===== src/rtl/gated_counter_spi.sv =====
// -----------------------------------------------------------------------------
// gated_counter_spi
//   Multi-channel gated event counter with a SPI-master frame output.
//   Each event input is synchronised and rising edges are counted. In gated
//   mode the counters restart on every measurement window (gate high). In
//   totalize mode they accumulate forever. On every gate falling edge the
//   counters are snapshotted and shipped out as one SPI mode-0 frame:
//     {seq, overrun, mode, ovf[CHANNELS-1:0], ch0, ch1, ...}, MSB first.
//
// Ports
//   clk      : single clock, everything on the rising edge
//   reset_n  : synchronous active-low reset
//   gate     : asynchronous measurement-window input (high = measure)
//   ev       : asynchronous event inputs, one per channel
//   mode     : 0 = gated (clear per window), 1 = totalize
//   ss_n     : SPI slave select, active low
//   sclk     : SPI clock, idle low
//   mosi     : SPI data, MSB first
//   done     : one-clk pulse when a frame has finished
//   busy     : high while a frame is being transmitted
// -----------------------------------------------------------------------------
module gated_counter_spi #(
  parameter int WIDTH    = 32,
  parameter int CHANNELS = 2,
  parameter int CLKDIV   = 4,
  parameter int SEQ_BITS = 8
) (
  input  logic                clk,
  input  logic                reset_n,
  input  logic                gate,
  input  logic [CHANNELS-1:0] ev,
  input  logic                mode,
  output logic                ss_n,
  output logic                sclk,
  output logic                mosi,
  output logic                done,
  output logic                busy
);

  localparam int FRAME_BITS = SEQ_BITS + 2 + CHANNELS + CHANNELS * WIDTH;
  localparam int DIV_W      = (CLKDIV > 1) ? $clog2(CLKDIV) : 1;
  localparam int BIT_W      = $clog2(FRAME_BITS);

  typedef enum logic [1:0] {IDLE, SETUP, SHIFT, HOLD} state_t;

  // ---------------------------------------------------------------------------
  // Input synchronisers and edge detection. Bit CHANNELS carries the gate.
  // ---------------------------------------------------------------------------
  logic [CHANNELS:0] sync1, sync2, sync_d;
  logic [CHANNELS:0] rise, fall;
  logic [1:0]        warm;
  logic              armed;

  // Edges are suppressed until the pipeline holds real input samples, so an
  // input that is already high when reset releases is not seen as a rise.
  assign armed = (warm == 2'd3);
  assign rise  = armed ? (sync2 & ~sync_d) : '0;
  assign fall  = armed ? (~sync2 & sync_d) : '0;

  // NOTE: sequential state is written with non-blocking assignments only, so
  // every flop samples the pre-edge values of the others.
  always_ff @(posedge clk) begin
    if (!reset_n) begin
      sync1  <= '0;
      sync2  <= '0;
      sync_d <= '0;
      warm   <= '0;
    end else begin
      sync1  <= {gate, ev};
      sync2  <= sync1;
      sync_d <= sync2;
      if (!armed) warm <= warm + 2'd1;
    end
  end

  logic gate_lvl, gate_rise, gate_fall;
  assign gate_lvl  = sync2[CHANNELS];
  assign gate_rise = rise[CHANNELS];
  assign gate_fall = fall[CHANNELS];

  // ---------------------------------------------------------------------------
  // Counters, overflow and frame bookkeeping
  // ---------------------------------------------------------------------------
  state_t              state, state_nxt;
  logic [WIDTH-1:0]    cnt     [CHANNELS];
  logic [WIDTH-1:0]    cnt_nxt [CHANNELS];
  logic [CHANNELS-1:0] sat, ovf;
  logic                overrun;
  logic [SEQ_BITS-1:0] seq, seq_inc;
  logic                take;

  assign busy    = (state != IDLE);
  assign take    = gate_fall & ~busy;
  assign seq_inc = seq + SEQ_BITS'(1);

  // NOTE: every combinational output gets a default before any branch, so no
  // path can leave it unassigned and infer a latch.
  always_comb begin
    sat = '0;
    for (int c = 0; c < CHANNELS; c++) begin
      cnt_nxt[c] = cnt[c];
      if (!mode && gate_rise) begin
        cnt_nxt[c] = WIDTH'(rise[c]);
      end else if ((mode || gate_lvl) && rise[c]) begin
        if (&cnt[c]) sat[c] = 1'b1;
        else         cnt_nxt[c] = cnt[c] + WIDTH'(1);
      end
    end
  end

  // The frame is assembled from next-cycle values so an edge or saturation
  // landing in the snapshot cycle is included.
  logic [FRAME_BITS-1:0] frame_load;
  always_comb begin
    frame_load = '0;
    frame_load[FRAME_BITS-1 -: SEQ_BITS]         = seq_inc;
    frame_load[CHANNELS*WIDTH + CHANNELS + 1]    = overrun;
    frame_load[CHANNELS*WIDTH + CHANNELS]        = mode;
    frame_load[CHANNELS*WIDTH +: CHANNELS]       = ovf | sat;
    for (int c = 0; c < CHANNELS; c++)
      frame_load[(CHANNELS-1-c)*WIDTH +: WIDTH] = cnt_nxt[c];
  end

  // NOTE: the counter array is reset element by element; it is a handful of
  // flops, not a RAM, so a reset loop is cheap and required here.
  always_ff @(posedge clk) begin
    if (!reset_n) begin
      for (int c = 0; c < CHANNELS; c++) cnt[c] <= '0;
      ovf     <= '0;
      overrun <= 1'b0;
      seq     <= '0;
    end else begin
      cnt <= cnt_nxt;
      if (take) begin
        // A saturation in the snapshot cycle stays flagged for the next frame.
        ovf     <= sat;
        overrun <= 1'b0;
        seq     <= seq_inc;
      end else begin
        ovf <= ovf | sat;
        if (gate_fall) overrun <= 1'b1;
      end
    end
  end

  // ---------------------------------------------------------------------------
  // SPI frame FSM
  // ---------------------------------------------------------------------------
  logic [DIV_W-1:0]      div_cnt;
  logic [BIT_W-1:0]      bit_cnt;
  logic [FRAME_BITS-1:0] shreg;
  logic                  sclk_q, done_q, tick, last_bit;

  assign tick     = (div_cnt == DIV_W'(CLKDIV - 1));
  assign last_bit = (bit_cnt == BIT_W'(FRAME_BITS - 1));

  always_ff @(posedge clk) begin
    if (!reset_n) state <= IDLE;
    else          state <= state_nxt;
  end

  always_comb begin
    state_nxt = state;
    case (state)
      IDLE:  if (take) state_nxt = SETUP;
      SETUP: if (tick) state_nxt = SHIFT;
      SHIFT: if (tick && sclk_q && last_bit) state_nxt = HOLD;
      HOLD:  if (tick) state_nxt = IDLE;
      default: state_nxt = IDLE;
    endcase
  end

  always_ff @(posedge clk) begin
    if (!reset_n) begin
      div_cnt <= '0;
      bit_cnt <= '0;
      shreg   <= '0;
      sclk_q  <= 1'b0;
      done_q  <= 1'b0;
    end else begin
      done_q  <= (state == HOLD) && tick;
      div_cnt <= (state == IDLE || tick) ? '0 : div_cnt + DIV_W'(1);
      case (state)
        IDLE: begin
          if (take) begin
            shreg   <= frame_load;
            bit_cnt <= '0;
          end
        end
        SETUP: if (tick) sclk_q <= 1'b1;
        SHIFT: begin
          if (tick) begin
            if (sclk_q) begin
              // Data moves only on the falling edge; the last bit is held
              // through HOLD so mosi never changes at the final fall.
              sclk_q <= 1'b0;
              if (!last_bit) begin
                shreg   <= shreg << 1;
                bit_cnt <= bit_cnt + BIT_W'(1);
              end
            end else begin
              sclk_q <= 1'b1;
            end
          end
        end
        default: sclk_q <= 1'b0;
      endcase
    end
  end

  assign ss_n = (state == IDLE);
  assign sclk = sclk_q;
  assign mosi = (state != IDLE) & shreg[FRAME_BITS-1];
  assign done = done_q;

endmodule


===== config.mk =====
export PLATFORM = sky130hd
export DESIGN_NAME = gated_counter_spi
export DESIGN_NICKNAME = d
export VERILOG_FILES = /design/src/rtl/gated_counter_spi.sv
export SDC_FILE = /design/constraint.sdc
export NUM_CORES = 1
export LEC_CHECK = 0
export ABC_AREA = 1
export CAP_MARGIN = 10
export CORE_AREA = 2 2 129 131
export CTS_CLUSTER_SIZE = 25
export DETAILED_ROUTE_END_ITERATION = 7
export DIE_AREA = 0 0 131 133
export PLACE_DENSITY = 0.75
export SYNTH_ARGS = -nofsm -noshare
export SYNTH_HDL_FRONTEND = slang
export SYNTH_SLANG_ARGS = --single-unit

===== constraint.sdc =====
create_clock -name clk -period 4.97 [get_ports clk]
set_clock_uncertainty 0.05 [all_clocks]
set_input_delay 0.994 -clock clk [delete_from_list [all_inputs] [get_ports clk]]
set_output_delay 0.994 -clock clk [all_outputs]
set_load 0.005 [all_outputs]

==> metrics.csv <==
metric,value,unit
TNS Setup,0,ns
CTS sink cnt,175,
number of core rows,47,
Die Wd,131,µm
R2R Path Start,state[0]$_SDFFE_PN0P_,
via count,8924,
met2 Usage GRT,44.4,%
number of instances in the placed design,1547,
power density of the placed cells,412,nW/µm²
GRT Max-Usage Layer,met2,
number of antenna diodes,0,
"Hold-fix buffers, CTS",0,
Die Span Y,133,µm
"Distinct cells, synth",43,
cell count of the worst hold path,2,
first-pass GRT wire length,38700,µm
"leading cell types in the layout, fill and taps excluded","sky130_fd_sc_hd__nand2_1, sky130_fd_sc_hd__nor2_1, sky130_fd_sc_hd__dfxtp_1, sky130_fd_sc_hd__a21oi_1, sky130_fd_sc_hd__nand3_1",
Yosys warning count,0,
pin slew with the least headroom to its limit,0.942,ns
register-to-register path setup slack,2.07,ns
final hold violations,0,
met3 usage,5.26,%
remaining number of nets flagged by the antenna check after routing,0,
number of failing setup endpoints in the final timing report,0,
starting density of the core,58.1,%
Top Ports,11,
average via count per standard cell,5.66,
CTS tree,done,
reg2reg path depth,10,
maximum frequency from static timing analysis,315,MHz
ratio of final minimum period to clock period,63.8,%
fraction of layout instances using a drive strength above 1,6.41,%
estimated wirelength of the detail-placed design,14500,µm
detailed-route DRC error count,0,
Resize count post-CTS,0,
number of global-route vias before repair,8446,
routed wire length,22800,µm
root buffer cell,sky130_fd_sc_hd__clkbuf_16,
dominant register cell in the synthesized netlist,sky130_fd_sc_hd__dfxtp_1,
leakage power,3.75,nW
final global-route overflow total,0,
clock slew seen by the registers of the worst setup and hold paths,0.07,ns
P&R area growth vs syn,6.60,%
count of buffers from port buffering,10,
non-filler cells in the finished layout,1578,
"Max stage delay cell, worst path",sky130_fd_sc_hd__inv_1,
run status,"complete, no violations",
category of the most critical setup path,primary input to flip-flop,
biggest area contributors in the synthesized netlist,"sky130_fd_sc_hd__dfxtp_1, sky130_fd_sc_hd__nand2_1, sky130_fd_sc_hd__a21oi_1",
Hold Path End,sync2[0]$_SDFF_PN0_,
number of CTS-inserted buffers,17,
largest area contributor in the synthesized netlist,sky130_fd_sc_hd__dfxtp_1,
DR WL/cell,14.4,µm
post-synthesis average cell area,6.77,µm²
Die Area,17400,µm²
maximum fanout along the worst path,27,
DR iter-0 viols,701,
cell count after synthesis,1387,
type of the tightest min-delay check,flip-flop to flip-flop,
final estimated routing congestion in global placement,0.934,
Post-synth EDFFs,0,
"commonest non-fill, non-tap cell in the layout",sky130_fd_sc_hd__nand2_1,
post-synthesis sequential area ratio,37.3,%
router iterations before antenna repair,6,
post-CTS setup buffer count,0,
mapped cell area,9390,µm²
IR Drop Worst-Case VDD,0.313,mV
Max-Slew Margin vs Limit,37.2,%
"Clk Latency, worst-skew pair",0.44,ns
max-slew violation total from the final report,0,
maximum number of pins on one net before global-route repair,107,
post-synth top area share,37.3,%
unrepaired setup endpoints after global routing,false,
type of destination of the critical path,flip-flop,
share of flip-flops with an asynchronous set or reset,0,%
slowest cell delay on critical path,0.70,ns
# nets final,1362,
# H-tree levels,4,
area of the placeable core,16200,µm²
most repeated library cell on the critical path,sky130_fd_sc_hd__nand2_1,
capturing point of the worst reg2reg path,shreg[45]$_SDFFE_PN0P_,
antenna violations before repair,0,
GRT Total Usage,27.1,%
Crit path required time,5.24,ns
"critical path, cell by cell",clkdlybuf4s50_1 -> inv_1 -> nand2_1 -> nand2_1 -> inv_1 -> buf_4 -> nand3_1 -> o21ai_1 -> nor2_1 -> nand2_1 -> a21oi_1,
data arrival time at the worst-slack endpoint,3.44,ns
Critical Path Start Type,primary input,
Worst Min Path Start,sync1[0]$_SDFF_PN0_,
net count of the mapped netlist,1403,
final critical-path required period,3.17,ns
met1 usage in global routing,36.2,%
"FF+latch count, synth",175,
max-cap viol count,0,
Max Root-Sink Buffers,2,
-- cells in the mapped netlist (10+ instances only) --
cell type                  instances
sky130_fd_sc_hd__o21ai_1          23
sky130_fd_sc_hd__xor2_1           28
sky130_fd_sc_hd__buf_1            11
sky130_fd_sc_hd__nand2_1         273
sky130_fd_sc_hd__nor2_1          175
sky130_fd_sc_hd__nor2_2           10
sky130_fd_sc_hd__o21ai_0          74
sky130_fd_sc_hd__nand3_1         136
sky130_fd_sc_hd__inv_1           103
sky130_fd_sc_hd__nor3_1           21
sky130_fd_sc_hd__a21oi_1         145
sky130_fd_sc_hd__nand4_1          63
sky130_fd_sc_hd__buf_2            14
sky130_fd_sc_hd__clkbuf_1         38
sky130_fd_sc_hd__dfxtp_1         175
sky130_fd_sc_hd__ha_1             10
sky130_fd_sc_hd__buf_6            10
-- metal layers --
metal | part of all wire (%) | routed length (µm) | vias to the layer above
met2 | 48 | 10900 | 204
met5 | 0 | 0 | -
met3 | 4.3 | 986 | 36
met1 | 46 | 10500 | 4136
met4 | 1.5 | 343 | 0
li1 | - | - | 4548
-- cell families (layout without fill, tap and decap cells) --
family,Yosys count,after routing,synth area share [%]
AO/OA/AOI/OAI,274,274,15.5
adder cells (fa/ha/maj),10,10,1.33
AND/OR/NAND/NOR,706,706,33.9
flip-flops,175,175,37.3
buffers and inverters,188,159,8.85
XOR/XNOR,34,34,3.17
-- worst max path at each step --
stage	from	to	depth (start not counted)
after floorplan	mode	shreg[39]$_SDFFE_PN0P_	9
after global placement	mode	shreg[8]$_SDFFE_PN0P_	11
after detailed placement	mode	shreg[8]$_SDFFE_PN0P_	11
after CTS	mode	shreg[8]$_SDFFE_PN0P_	11
after global routing	mode	shreg[16]$_SDFFE_PN0P_	10
final	mode	shreg[8]$_SDFFE_PN0P_	11
-- metrics by stage --
stage | hold WS, ns | area [µm²] | power, W | setup WS [ns] | util [%]
floorplan | 0.340 | 9390 | 0.00263 | 2.81 | -
global placement | 0.347 | 9420 | 0.00277 | 1.43 | 58.3
detailed placement | 0.354 | 9420 | 0.00279 | 1.40 | 58.3
CTS | 0.371 | 10000 | 0.00415 | 1.85 | 61.9
global route | 0.389 | 10000 | 0.00438 | 1.57 | 61.9
finish | 0.370 | 10000 | 0.00413 | 1.80 | 61.9
-- registers in the layout, indices dropped and copies added, names as in the netlist, 2 cells and up --
| signal | cells |
|---|---|
| warm | 2 |
| div_cnt | 2 |
| cnt | 64 |
| sync_d | 3 |
| state | 2 |
| shreg | 76 |
| sync1 | 3 |
| bit_cnt | 7 |
| seq | 8 |
| ovf | 2 |
| sync2 | 3 |
-- where the power goes --
| part | switching (W) | internal [W] | leakage [nW] |
|---|---|---|---|
| sequential | 0.000114 | 0.00162 | 1.42 |
| clock | 0.000630 | 0.000718 | 0.293 |
| combinational | 0.000727 | 0.000315 | 2.03 |
-- area by class of cell --
cell class	count	area [µm²]
flip-flops and latches	175	3500
fillers	1539	6160
multi-input cells	1024	5060
clock buffers	17	425
well taps	220	275
inverters	109	409
repair buffers	19	175
clock inverters	14	163
-- worst max-delay path, delay by kind of cell --
kind	cells	cell delay, ns
buffers and inverters	4	1.63
AO/OA/AOI/OAI	2	0.19
AND/OR/NAND/NOR	5	0.61
Power figures use the tool's default switching activity.
